--- src/rtl/lfsr_sched_pkg.sv ---
// Shared types and constants for the lfsr time-share scheduler.
package lfsr_pkg;

    typedef enum logic [1:0] {
        UNSEEDED = 2'd0,
        LOAD     = 2'd1,
        RUN      = 2'd2
    } lfsr_sched_state_t;

    localparam int LFSR_W = 8;

    // An all-zero seed locks an XOR lfsr at zero; this value replaces it.
    localparam logic [LFSR_W-1:0] LFSR_SEED_FIX = 'h1;

endpackage

--- src/rtl/lfsr_sched_rr_arbiter.sv ---
// Combinational round-robin pick: first set request at or after ptr, wrapping.
module rr_arbiter #(
    parameter  int N  = 4,
    localparam int PW = (N > 1) ? $clog2(N) : 1
) (
    input  logic [N-1:0]  req,
    input  logic [PW-1:0] ptr,
    output logic [N-1:0]  winner,
    output logic          any
);

    logic          found;
    logic [PW-1:0] idx;

    always_comb begin
        winner = '0;
        found  = 1'b0;
        idx    = '0;
        for (int i = 0; i < N; i++) begin
            idx = PW'((int'(ptr) + i) % N);
            if (!found && req[idx]) begin
                winner[idx] = 1'b1;
                found       = 1'b1;
            end
        end
    end

    assign any = |req;

endmodule

--- src/rtl/lfsr_sched.sv ---
// Shares one external lfsr among N_REQ consumers: loads seed/taps, then grants
// round-robin with at least STEPS clocks between grants.
//
//   state    | meaning
//   ---------+-----------------------------------------------------------
//   UNSEEDED | after reset; no grants until a config is accepted
//   LOAD     | one cycle; lfsrTapEn high, lfsr takes seed and tap mask
//   RUN      | arbitration active, holdoff counter gates grants
module lfsr_sched
    import lfsr_pkg::*;
#(
    parameter int WIDTH = LFSR_W,
    parameter int N_REQ = 4,
    parameter int STEPS = 8
) (
    input  logic             clock,
    input  logic             resetN,
    input  logic             cfgValid,
    output logic             cfgReady,
    input  logic [WIDTH-1:0] cfgSeed,
    input  logic [WIDTH-1:0] cfgTaps,
    output logic             cfgErr,
    input  logic [N_REQ-1:0] req,
    output logic [N_REQ-1:0] gnt,
    output logic [WIDTH-1:0] rdata,
    output logic [WIDTH-1:0] lfsrIn,
    output logic [WIDTH-1:0] lfsrTaps,
    output logic             lfsrTapEn,
    input  logic [WIDTH-1:0] lfsrOut
);

    localparam int PW = $clog2(N_REQ);
    localparam int CW = $clog2(STEPS + 1);

    lfsr_sched_state_t state_q, state_d;
    logic [CW-1:0]     cnt_q, cnt_d;
    logic [PW-1:0]     ptr_q, ptr_d;
    logic [N_REQ-1:0]  gnt_q, gnt_d;
    logic [WIDTH-1:0]  rdata_q, rdata_d;
    logic              cfg_err_q, cfg_err_d;
    logic              tap_en_q, tap_en_d;
    logic [WIDTH-1:0]  lfsr_in_q, lfsr_in_d;
    logic [WIDTH-1:0]  lfsr_taps_q, lfsr_taps_d;

    logic              cfg_acc;
    logic              cfg_bad;
    logic              grant;
    logic              arb_any;
    logic [N_REQ-1:0]  arb_winner;
    logic [PW-1:0]     win_idx;
    logic [WIDTH-1:0]  seed_fix;

    rr_arbiter #(.N(N_REQ)) u_arb (
        .req    (req),
        .ptr    (ptr_q),
        .winner (arb_winner),
        .any    (arb_any)
    );

    assign cfgReady = (state_q != LOAD);
    assign cfg_bad  = cfgValid && cfgReady && (cfgTaps == '0);
    assign cfg_acc  = cfgValid && cfgReady && (cfgTaps != '0);
    assign grant    = (state_q == RUN) && (cnt_q == '0) && arb_any && !cfg_acc;
    assign seed_fix = (cfgSeed == '0) ? WIDTH'(LFSR_SEED_FIX) : cfgSeed;

    always_comb begin
        win_idx = '0;
        for (int i = 0; i < N_REQ; i++) begin
            if (arb_winner[i]) win_idx = PW'(i);
        end
    end

    always_comb begin
        state_d     = state_q;
        cnt_d       = cnt_q;
        ptr_d       = ptr_q;
        gnt_d       = '0;
        rdata_d     = rdata_q;
        cfg_err_d   = cfg_bad;
        tap_en_d    = cfg_acc;
        lfsr_in_d   = lfsr_in_q;
        lfsr_taps_d = lfsr_taps_q;

        case (state_q)
            UNSEEDED, RUN: if (cfg_acc) state_d = LOAD;
            LOAD:          state_d = RUN;
            default:       state_d = UNSEEDED;
        endcase

        // Holdoff is timed from the accept edge, so the first grant lands
        // STEPS edges after the lfsr has taken its seed.
        if (cfg_acc) begin
            lfsr_in_d   = seed_fix;
            lfsr_taps_d = cfgTaps;
            cnt_d       = CW'(STEPS);
        end else if (grant) begin
            gnt_d   = arb_winner;
            rdata_d = lfsrOut;
            cnt_d   = CW'(STEPS - 1);
            ptr_d   = (win_idx == PW'(N_REQ - 1)) ? '0 : win_idx + PW'(1);
        end else if ((state_q != UNSEEDED) && (cnt_q != '0)) begin
            cnt_d = cnt_q - CW'(1);
        end
    end

    always_ff @(posedge clock) begin
        if (!resetN) begin
            state_q     <= UNSEEDED;
            cnt_q       <= '0;
            ptr_q       <= '0;
            gnt_q       <= '0;
            rdata_q     <= '0;
            cfg_err_q   <= 1'b0;
            tap_en_q    <= 1'b0;
            lfsr_in_q   <= '0;
            lfsr_taps_q <= '0;
        end else begin
            state_q     <= state_d;
            cnt_q       <= cnt_d;
            ptr_q       <= ptr_d;
            gnt_q       <= gnt_d;
            rdata_q     <= rdata_d;
            cfg_err_q   <= cfg_err_d;
            tap_en_q    <= tap_en_d;
            lfsr_in_q   <= lfsr_in_d;
            lfsr_taps_q <= lfsr_taps_d;
        end
    end

    assign gnt       = gnt_q;
    assign rdata     = rdata_q;
    assign cfgErr    = cfg_err_q;
    assign lfsrTapEn = tap_en_q;
    assign lfsrIn    = lfsr_in_q;
    assign lfsrTaps  = lfsr_taps_q;

endmodule

--- config.mk ---
export PLATFORM = sky130hd
export DESIGN_NAME = lfsr_sched
export DESIGN_NICKNAME = d
export VERILOG_FILES = /design/src/rtl/lfsr_sched_pkg.sv /design/src/rtl/lfsr_sched_rr_arbiter.sv /design/src/rtl/lfsr_sched.sv
export SDC_FILE = /design/constraint.sdc
export NUM_CORES = 1
export LEC_CHECK = 0
export ABC_AREA = 1
export CAP_MARGIN = 20
export CORE_ASPECT_RATIO = 0.7
export CORE_UTILIZATION = 46
export CTS_CLUSTER_SIZE = 12
export DETAILED_ROUTE_END_ITERATION = 8
export PLACE_DENSITY = 0.82
export SETUP_SLACK_MARGIN = 0.2
export SYNTH_ARGS = -nofsm -noshare
export SYNTH_HDL_FRONTEND = slang
export SYNTH_SLANG_ARGS = --single-unit
--- constraint.sdc ---
create_clock -name clock -period 2.35 [get_ports clock]
set_input_delay 0.3525 -clock clock [delete_from_list [all_inputs] [get_ports clock]]
set_output_delay 0.3525 -clock clock [all_outputs]
set_load 0.01 [all_outputs]
==> metrics.md, run 1 <==
| Metric | Value |
|---|---|
| Outcome | `completed` |
| Tcrit/Tclk final | `81.1%` |
| CTS Buf Count | `5` |
| Final core utilization | `68.9%` |
| Netlist cell types | `29` |
| # hold bufs at CTS | `0` |
| Root Driver | `clkbuf_8` |
| Worst-path clk slew | `0.08 ns` |
| # port buffers | `61` |
| Nets@finish | `364` |
| Ant diodes | `0` |
| CP endpoint kind | `register` |
| CTS sink cnt | `38` |
| Top-Level Pins | `62` |
| Synth Flop Type | `dfxtp_1` |
| Unrepaired setup endpoints after global routing | `no` |
| Number of fill cells in the layout | `339` |
| Crit. Startpoint | `ptr_q[0]$_SDFFE_PN0P_` |
| Slew @ Worst Pin | `0.317 ns` |
| DRT antenna net count | `0` |
| Die Wd | `78.9 um` |
| Most common cell after layout, fill and taps aside | `clkdlybuf4s50_1` |
| Final setup fails | `0` |
| Post-synth EDFFs | `0` |
| Leakage | `1.20 nW` |
| WL/cell | `12.0 um` |
| Pins Over Slew Limit | `0` |
| Cell Area, Synth | `1910 um^2` |
| Worst path arrival time | `2.08 ns` |
| Startpoint Class | `register` |
| Max-slew headroom | `78.8%` |
| CTS tree | `built` |
| Post-route DRC | `0` |
| Cts repair resizes | `0` |
| Tmin final | `1.90 ns` |
| First-pass GRT wire length | `7.47 mm` |
| FF+latch area | `761 um^2` |
| Hold WC Path Type | `reg2reg` |
| Max IR drop VDD | `0.471 mV` |
| Inst Count DP | `369` |
| H-tree depth | `2` |
| Post-detail-place hpwl | `3.44 mm` |
| Worst-Skew Late Latency | `0.28 ns` |
| Hold Crit Endpoint | `lfsrIn[5]$_SDFFE_PN0P_` |
| Total Wirelength | `4.51 mm` |
| Skew final | `0.00508 ns` |
| Warnings from Yosys | `0` |
| Post-Synthesis Cells | `258` |
| CORE AREA | `3950 um^2` |
| Total track usage | `21.8%` |
| Initial core utilization | `48.3%` |
| Final Instance Count excl. Fillers | `377` |
| Worst setup path category | `reg2reg` |
| TritonRoute pass-1 iters | `4` |
| Number of global-route vias before repair | `1,669` |
| Layout cell share with drive strength beyond 1 | `12.3%` |
| GR Overflow Total | `0` |
| Setup TNS | `0 ns` |
| Setup bufs post-CTS | `0` |
| Fmax | `525 MHz` |
| Via density | `4.93` |
| Sequential-to-total area share from yosys stat | `39.9%` |
| Syn Nets | `298` |
| FFs w/ async S/R, synth | `0%` |
| Worst Reg-to-Reg Cells | `13` |
| Routability cong. | `0.894` |
| Min-Delay Startpoint | `lfsrIn[5]$_SDFFE_PN0P_` |
| Worst hold slack | `0.465 ns` |
| FF+latch count, synth | `38` |
| PD cells | `599 nW/um^2` |
| CP required | `2.53 ns` |
| Reg-to-reg setup timing slack | `0.45 ns` |
| Die area | `4410 um^2` |
| P&R area growth vs syn | `42.7%` |
| 1st-iter DRT viols | `68` |
| RR Endpoint | `ptr_q[0]$_SDFFE_PN0P_` |
| Avg Inst Size Synth | `7.39 um^2` |
| Max cap viols | `0` |
| CP Max Fanout | `9` |
| Initial antenna violation count | `0` |
| Largest net degree at the start of global routing | `28` |
| Vias after detailed routing | `1,859` |
| RR Startpoint | `ptr_q[0]$_SDFFE_PN0P_` |
| DIE HEIGHT | `55.9 um` |
| Worst hold path cell count | `2` |
| Multi-input logic area | `960 um^2` |
| Most frequent cells in the layout | `61 x clkdlybuf4s50_1, 51 x nand2_1, 38 x dfxtp_1` |
| Final hold vios | `0` |
| Deepest clock path buffer count | `2` |
| Std-Cell Rows | `19` |
==> power breakdown <==
part	switching [mW]	internal, mW	leakage [nW]
combinational	0.131	0.128	0.817
clock	0.228	0.453	0.0714
sequential	0.0158	0.673	0.310
==> flip-flops by register name, indices dropped and copies added, names as in the netlist <==
register and cells:
cnt_q 4, lfsrTapEn 1, lfsrIn 8, rdata 8, ptr_q 2, state_q 2
gnt 4, lfsrTaps 8, cfgErr 1
==> synth_stat cells (all sizes together) (2+ instances only) <==
master / count / area, um^2
nor2: 27 / 129
nand3: 40 / 230
nand4: 6 / 37.5
o21ai: 22 / 110
dfxtp: 38 / 761
a21oi: 6 / 33.8
buf: 6 / 36.3
a31oi: 2 / 12.5
ha: 9 / 113
nand2: 61 / 274
inv: 36 / 140
==> cell type report <==
class                      instances  share of cell area (%)
sequential                        38                    28.0
clock buffer                       6                    3.04
inverter                          37                    5.29
multi-input combinational        176                    35.3
clock inverter                     2                    2.21
tap                               52                    2.39
timing repair buffer              66                    23.8
==> worst max path at each step <==
stage / to / slack (ns)
after floorplan: ptr_q[0]$_SDFFE_PN0P_ / 0.58
after global placement: lfsrTaps[3]$_SDFFE_PN0P_ / 0.36
after detailed placement: rdata[0]$_SDFFE_PN0P_ / 0.35
after CTS: ptr_q[0]$_SDFFE_PN0P_ / 0.45
after global routing: ptr_q[1]$_SDFFE_PN0P_ / 0.28
final: ptr_q[0]$_SDFFE_PN0P_ / 0.45
==> per-stage QoR <==
stage | instance area (um^2) | total power, mW | worst slack, ns
floorplan | 1910 | 0.834 | 0.580
global placement | 2580 | 0.955 | 0.364
detailed placement | 2580 | 0.961 | 0.348
CTS | 2720 | 1.64 | 0.449
global route | 2720 | 1.69 | 0.275
finish | 2720 | 1.63 | 0.445
==> cells by family (layout without fill, tap and decap cells) <==
group                    after synthesis  after routing  share of synthesized area, %
AO/OA/AOI/OAI                         30             30                          8.21
XOR/XNOR                               1              1                         0.460
adder cells (fa/ha/maj)                9              9                          5.91
buffers and inverters                 44            111                          9.72
flip-flops                            38             38                          39.9
AND/OR/NAND/NOR                      136            136                          35.8
==> worst max-delay path, cell delays in order, from the launching register on <==
cell	delay [ns]
dfxtp_1	0.41
inv_6	0.08
ha_1	0.35
inv_1	0.10
nand3_1	0.09
nand2_1	0.12
nand3_1	0.10
nand2_1	0.05
inv_1	0.05
nand2_1	0.04
nor2_1	0.17
nand2_1	0.10
nand2_1	0.09
nand2_1	0.05
==> layer usage <==
| metal | GRT usage (%) | vias to the layer above | part of all wire (%) |
|---|---|---|---|
| met3 | 6.56 | 4 | 5.7 |
| li1 | - | 959 | - |
| met2 | 35.8 | 58 | 49 |
| met4 | 5.97 | 0 | 0.80 |
| met5 | 0 | - | 0 |
| met1 | 27.9 | 838 | 45 |
Power figures use the tool's default switching activity.
==> run 2, diff against run 1 <==
--- a/config.mk
+++ b/config.mk
@@ -8,10 +8,10 @@
 export ABC_AREA = 1
 export CAP_MARGIN = 20
 export CORE_ASPECT_RATIO = 0.7
-export CORE_UTILIZATION = 46
+export CORE_UTILIZATION = 41
 export CTS_CLUSTER_SIZE = 12
 export DETAILED_ROUTE_END_ITERATION = 8
-export PLACE_DENSITY = 0.82
+export PLACE_DENSITY = 0.77
 export SETUP_SLACK_MARGIN = 0.2
 export SYNTH_ARGS = -nofsm -noshare
 export SYNTH_HDL_FRONTEND = slang
==> constraint.sdc (replaced) <==
create_clock -name clock -period 1.7 [get_ports clock]
set_input_delay 0.255 -clock clock [delete_from_list [all_inputs] [get_ports clock]]
set_output_delay 0.255 -clock clock [all_outputs]
set_load 0.01 [all_outputs]
==> run 2 against run 1 <==
Compared with the run above: final cell count up 5.3%; register-to-register slack worse by 0.30 ns; flip-flop and latch count unchanged; combinational power up 69%; power up 33%; clock power up 14%; global-route usage up 0.24 points; clock-buffer cell count unchanged; die area up 12%; sequential share of layout area down 2.7 points; worst setup slack worse by 0.30 ns; critical endpoint unchanged; largest cell class unchanged.
==> metrics.md, run 2 (synthesis results as in run 1) <==
| Metric | Value |
|---|---|
| Outcome | `completed (unchanged)` |
| Top-Level Pins | `62 (unchanged)` |
| Routability cong. | `0.806 (was 0.894)` |
| Int Power | `1.62 mW (was 1.25 mW)` |
| CP Cell Sequence | `inv_8, ha_4, inv_4, nand3_2, nand2_2, nand2_4, nor2_4, nand2_1, nand2_1, nor2_2, nand2_1, nand2_1, nand2_1 (was inv_6, ha_1, inv_1, nand3_1, nand2_1, nand3_1, nand2_1, inv_1, nand2_1, nor2_1, nand2_1, nand2_1, nand2_1)` |
| Unrepaired setup endpoints after global routing | `yes (was no)` |
| RR Endpoint | `ptr_q[0]$_SDFFE_PN0P_ (unchanged)` |
| Via density | `4.84 (was 4.93)` |
| Clock power share | `35.7% (was 41.8%)` |
| TritonRoute pass-1 iters | `4 (unchanged)` |
| Min-Delay Startpoint | `lfsrIn[7]$_SDFFE_PN0P_ (was lfsrIn[5]$_SDFFE_PN0P_)` |
| P_sw | `540 uW (was 374 uW)` |
| Pins Over Slew Limit | `0 (unchanged)` |
| Die Wd | `83.5 um (was 78.9 um)` |
| Ant diodes | `0 (unchanged)` |
| Deepest clock path buffer count | `2 (unchanged)` |
| Switching share of power | `24.9% (was 23.0%)` |
| Most frequent cells in the layout | `57 x clkdlybuf4s50_1, 43 x nand2_1, 35 x dfxtp_1 (was 61 x clkdlybuf4s50_1, 51 x nand2_1, 38 x dfxtp_1)` |
| Initial antenna violation count | `0 (unchanged)` |
| Final hold vios | `0 (unchanged)` |
| Worst-Skew Late Latency | `0.29 ns (was 0.28 ns)` |
| Total Wirelength | `5.05 mm (was 4.51 mm)` |
| Inst Count DP | `384 (was 369)` |
| Most common cell after layout, fill and taps aside | `clkdlybuf4s50_1 (unchanged)` |
| Die area | `4930 um^2 (was 4410 um^2)` |
| DRT antenna net count | `0 (unchanged)` |
| 1st-iter DRT viols | `95 (was 68)` |
| Slew @ Worst Pin | `0.321 ns (was 0.317 ns)` |
| Hold WC Path Type | `reg2reg (unchanged)` |
| CORE AREA | `4400 um^2 (was 3950 um^2)` |
| Cell area after layout | `3030 um^2 (was 2720 um^2)` |
| Total track usage | `22.1% (was 21.8%)` |
| CTS sink cnt | `38 (unchanged)` |
| CP max-delay cell | `dfxtp_4 (was dfxtp_1)` |
| Max cap viols | `0 (unchanged)` |
| Reg-to-reg setup timing slack | `0.14 ns (was 0.45 ns)` |
| P&R area growth vs syn | `59.0% (was 42.7%)` |
| CTS Buf Count | `5 (unchanged)` |
| Worst path arrival time | `1.74 ns (was 2.08 ns)` |
| Post-DP Area | `2720 um^2 (was 2580 um^2)` |
| Final core utilization | `68.8% (was 68.9%)` |
| # port buffers | `61 (unchanged)` |
| Tmin final | `1.56 ns (was 1.90 ns)` |
| Combinational share of power | `20.2% (was 15.9%)` |
| Nets@finish | `382 (was 364)` |
| Post-detail-place hpwl | `3.67 mm (was 3.44 mm)` |
| RR Startpoint | `ptr_q[0]$_SDFFE_PN0P_ (unchanged)` |
| CP Max Fanout | `4 (was 9)` |
| Max IR drop VDD | `0.475 mV (was 0.471 mV)` |
| Flop pwr share | `44.2% (was 42.3%)` |
| Layout cell share with drive strength beyond 1 | `28.1% (was 12.3%)` |
| Max stage delay on crit path | `0.38 ns (was 0.41 ns)` |
| First-pass GRT wire length | `8.45 mm (was 7.47 mm)` |
| DIE HEIGHT | `59.0 um (was 55.9 um)` |
| Worst Reg-to-Reg Cells | `13 (unchanged)` |
| Skew final | `0.00425 ns (was 0.00508 ns)` |
| CP endpoint kind | `register (unchanged)` |
| Worst-path clk slew | `0.07 ns (was 0.08 ns)` |
| Largest net degree at the start of global routing | `17 (was 28)` |
| GR Overflow Total | `0 (unchanged)` |
| CP required | `1.89 ns (was 2.53 ns)` |
| Leakage | `1.36 nW (was 1.20 nW)` |
| Initial core utilization | `43.3% (was 48.3%)` |
| Root Driver | `clkbuf_8 (unchanged)` |
| Post-route DRC | `0 (unchanged)` |
| Worst hold path cell count | `2 (unchanged)` |
| Max-slew headroom | `78.6% (was 78.8%)` |
| H-tree depth | `2 (unchanged)` |
| Fmax | `643 MHz (was 525 MHz)` |
| Final setup fails | `0 (unchanged)` |
| Final Instance Count excl. Fillers | `397 (was 377)` |
| Tcrit/Tclk final | `91.5% (was 81.1%)` |
| Hold Crit Endpoint | `lfsrIn[7]$_SDFFE_PN0P_ (was lfsrIn[5]$_SDFFE_PN0P_)` |
| Std-Cell Rows | `20 (was 19)` |
| Worst setup path category | `reg2reg (unchanged)` |
| CTS tree | `built (unchanged)` |
| Setup TNS | `0 ns (unchanged)` |
| Number of global-route vias before repair | `1,891 (was 1,669)` |
| WL/cell | `12.7 um (was 12.0 um)` |
| Vias after detailed routing | `1,920 (was 1,859)` |
| Most frequent CP cell | `nand2_1 (unchanged)` |
| Startpoint Class | `register (unchanged)` |
| PD cells | `714 nW/um^2 (was 599 nW/um^2)` |
[run 2: metal layers]
metal	wire length [um]	vias up	global-route usage, %
met4	46	0	6.78
met1	2330	871	27.9
li1	-	1000	-
met5	0	-	0
met2	2260	44	34.7
met3	424	5	9.61
[run 2: layout make-up]
class                           count  area [um^2]
Clock inverter                      1         30.0
Multi-Input combinational cell    176         1110
Fill cell                         358         1370
Timing Repair Buffer               84          811
Tap cell                           55         68.8
Inverter                           37          159
Sequential cell                    38          767
Clock buffer                        6         82.6
[run 2: power by group through the flow]
stage	Sequential [mW]	Clock, mW	Combinational [mW]
3_5_place_dp	0.974	0	0.389
4_1_cts	0.955	0.795	0.408
3_3_place_gp	0.974	0	0.383
2_1_floorplan	0.987	0	0.171
6_report	0.956	0.772	0.437
5_1_grt	0.960	0.832	0.479
[run 2: how the worst max path moves through the flow]
stage | start | end | slack (ns) | depth (start not counted)
3_3_place_gp | req[2] | ptr_q[0]$_SDFFE_PN0P_ | -0.11 | 13
6_report | ptr_q[0]$_SDFFE_PN0P_ | ptr_q[0]$_SDFFE_PN0P_ | 0.14 | 13
2_1_floorplan | ptr_q[0]$_SDFFE_PN0P_ | ptr_q[0]$_SDFFE_PN0P_ | 0.11 | 14
5_1_grt | ptr_q[0]$_SDFFE_PN0P_ | ptr_q[1]$_SDFFE_PN0P_ | 0.06 | 12
4_1_cts | ptr_q[0]$_SDFFE_PN0P_ | ptr_q[0]$_SDFFE_PN0P_ | 0.15 | 13
3_5_place_dp | cfgTaps[6] | rdata[4]$_SDFFE_PN0P_ | -0.15 | 10
[run 2: through the flow]
step	hold WS, ns	setup slack [ns]	power (mW)
6_report	0.464	0.144	2.16
5_1_grt	0.487	0.0582	2.27
4_1_cts	0.467	0.152	2.16
3_5_place_dp	0.444	-0.152	1.36
3_3_place_gp	0.435	-0.110	1.36
2_1_floorplan	0.366	0.107	1.16
[run 2: timing repair]
| action | CTS | global route |
|---|---|---|
| buffers inserted | 4 | 1 |
| hold buffers | 0 | 0 |
| endpoints found under the setup margin | 16 | 35 |
| cloned | 1 | 0 |
| resized for setup | 23 | 27 |
| pin swaps | 14 | 7 |
[run 2: worst max-delay path, delay by kind of cell (launching register included)]
kind	cells	cell delay, ns
AND/OR/NAND/NOR	10	0.71
flip-flops	1	0.38
adder cells (fa/ha/maj)	1	0.29
buffers and inverters	2	0.08
==> run 3, diff against run 2 <==
--- a/config.mk
+++ b/config.mk
@@ -13,6 +13,7 @@
 export DETAILED_ROUTE_END_ITERATION = 8
 export PLACE_DENSITY = 0.77
 export SETUP_SLACK_MARGIN = 0.2
+export SKIP_LAST_GASP = 1
 export SYNTH_ARGS = -nofsm -noshare
 export SYNTH_HDL_FRONTEND = slang
 export SYNTH_SLANG_ARGS = --single-unit
==> results of run 3 <==
Final layout, timing and power as in run 2 (identical DEF).
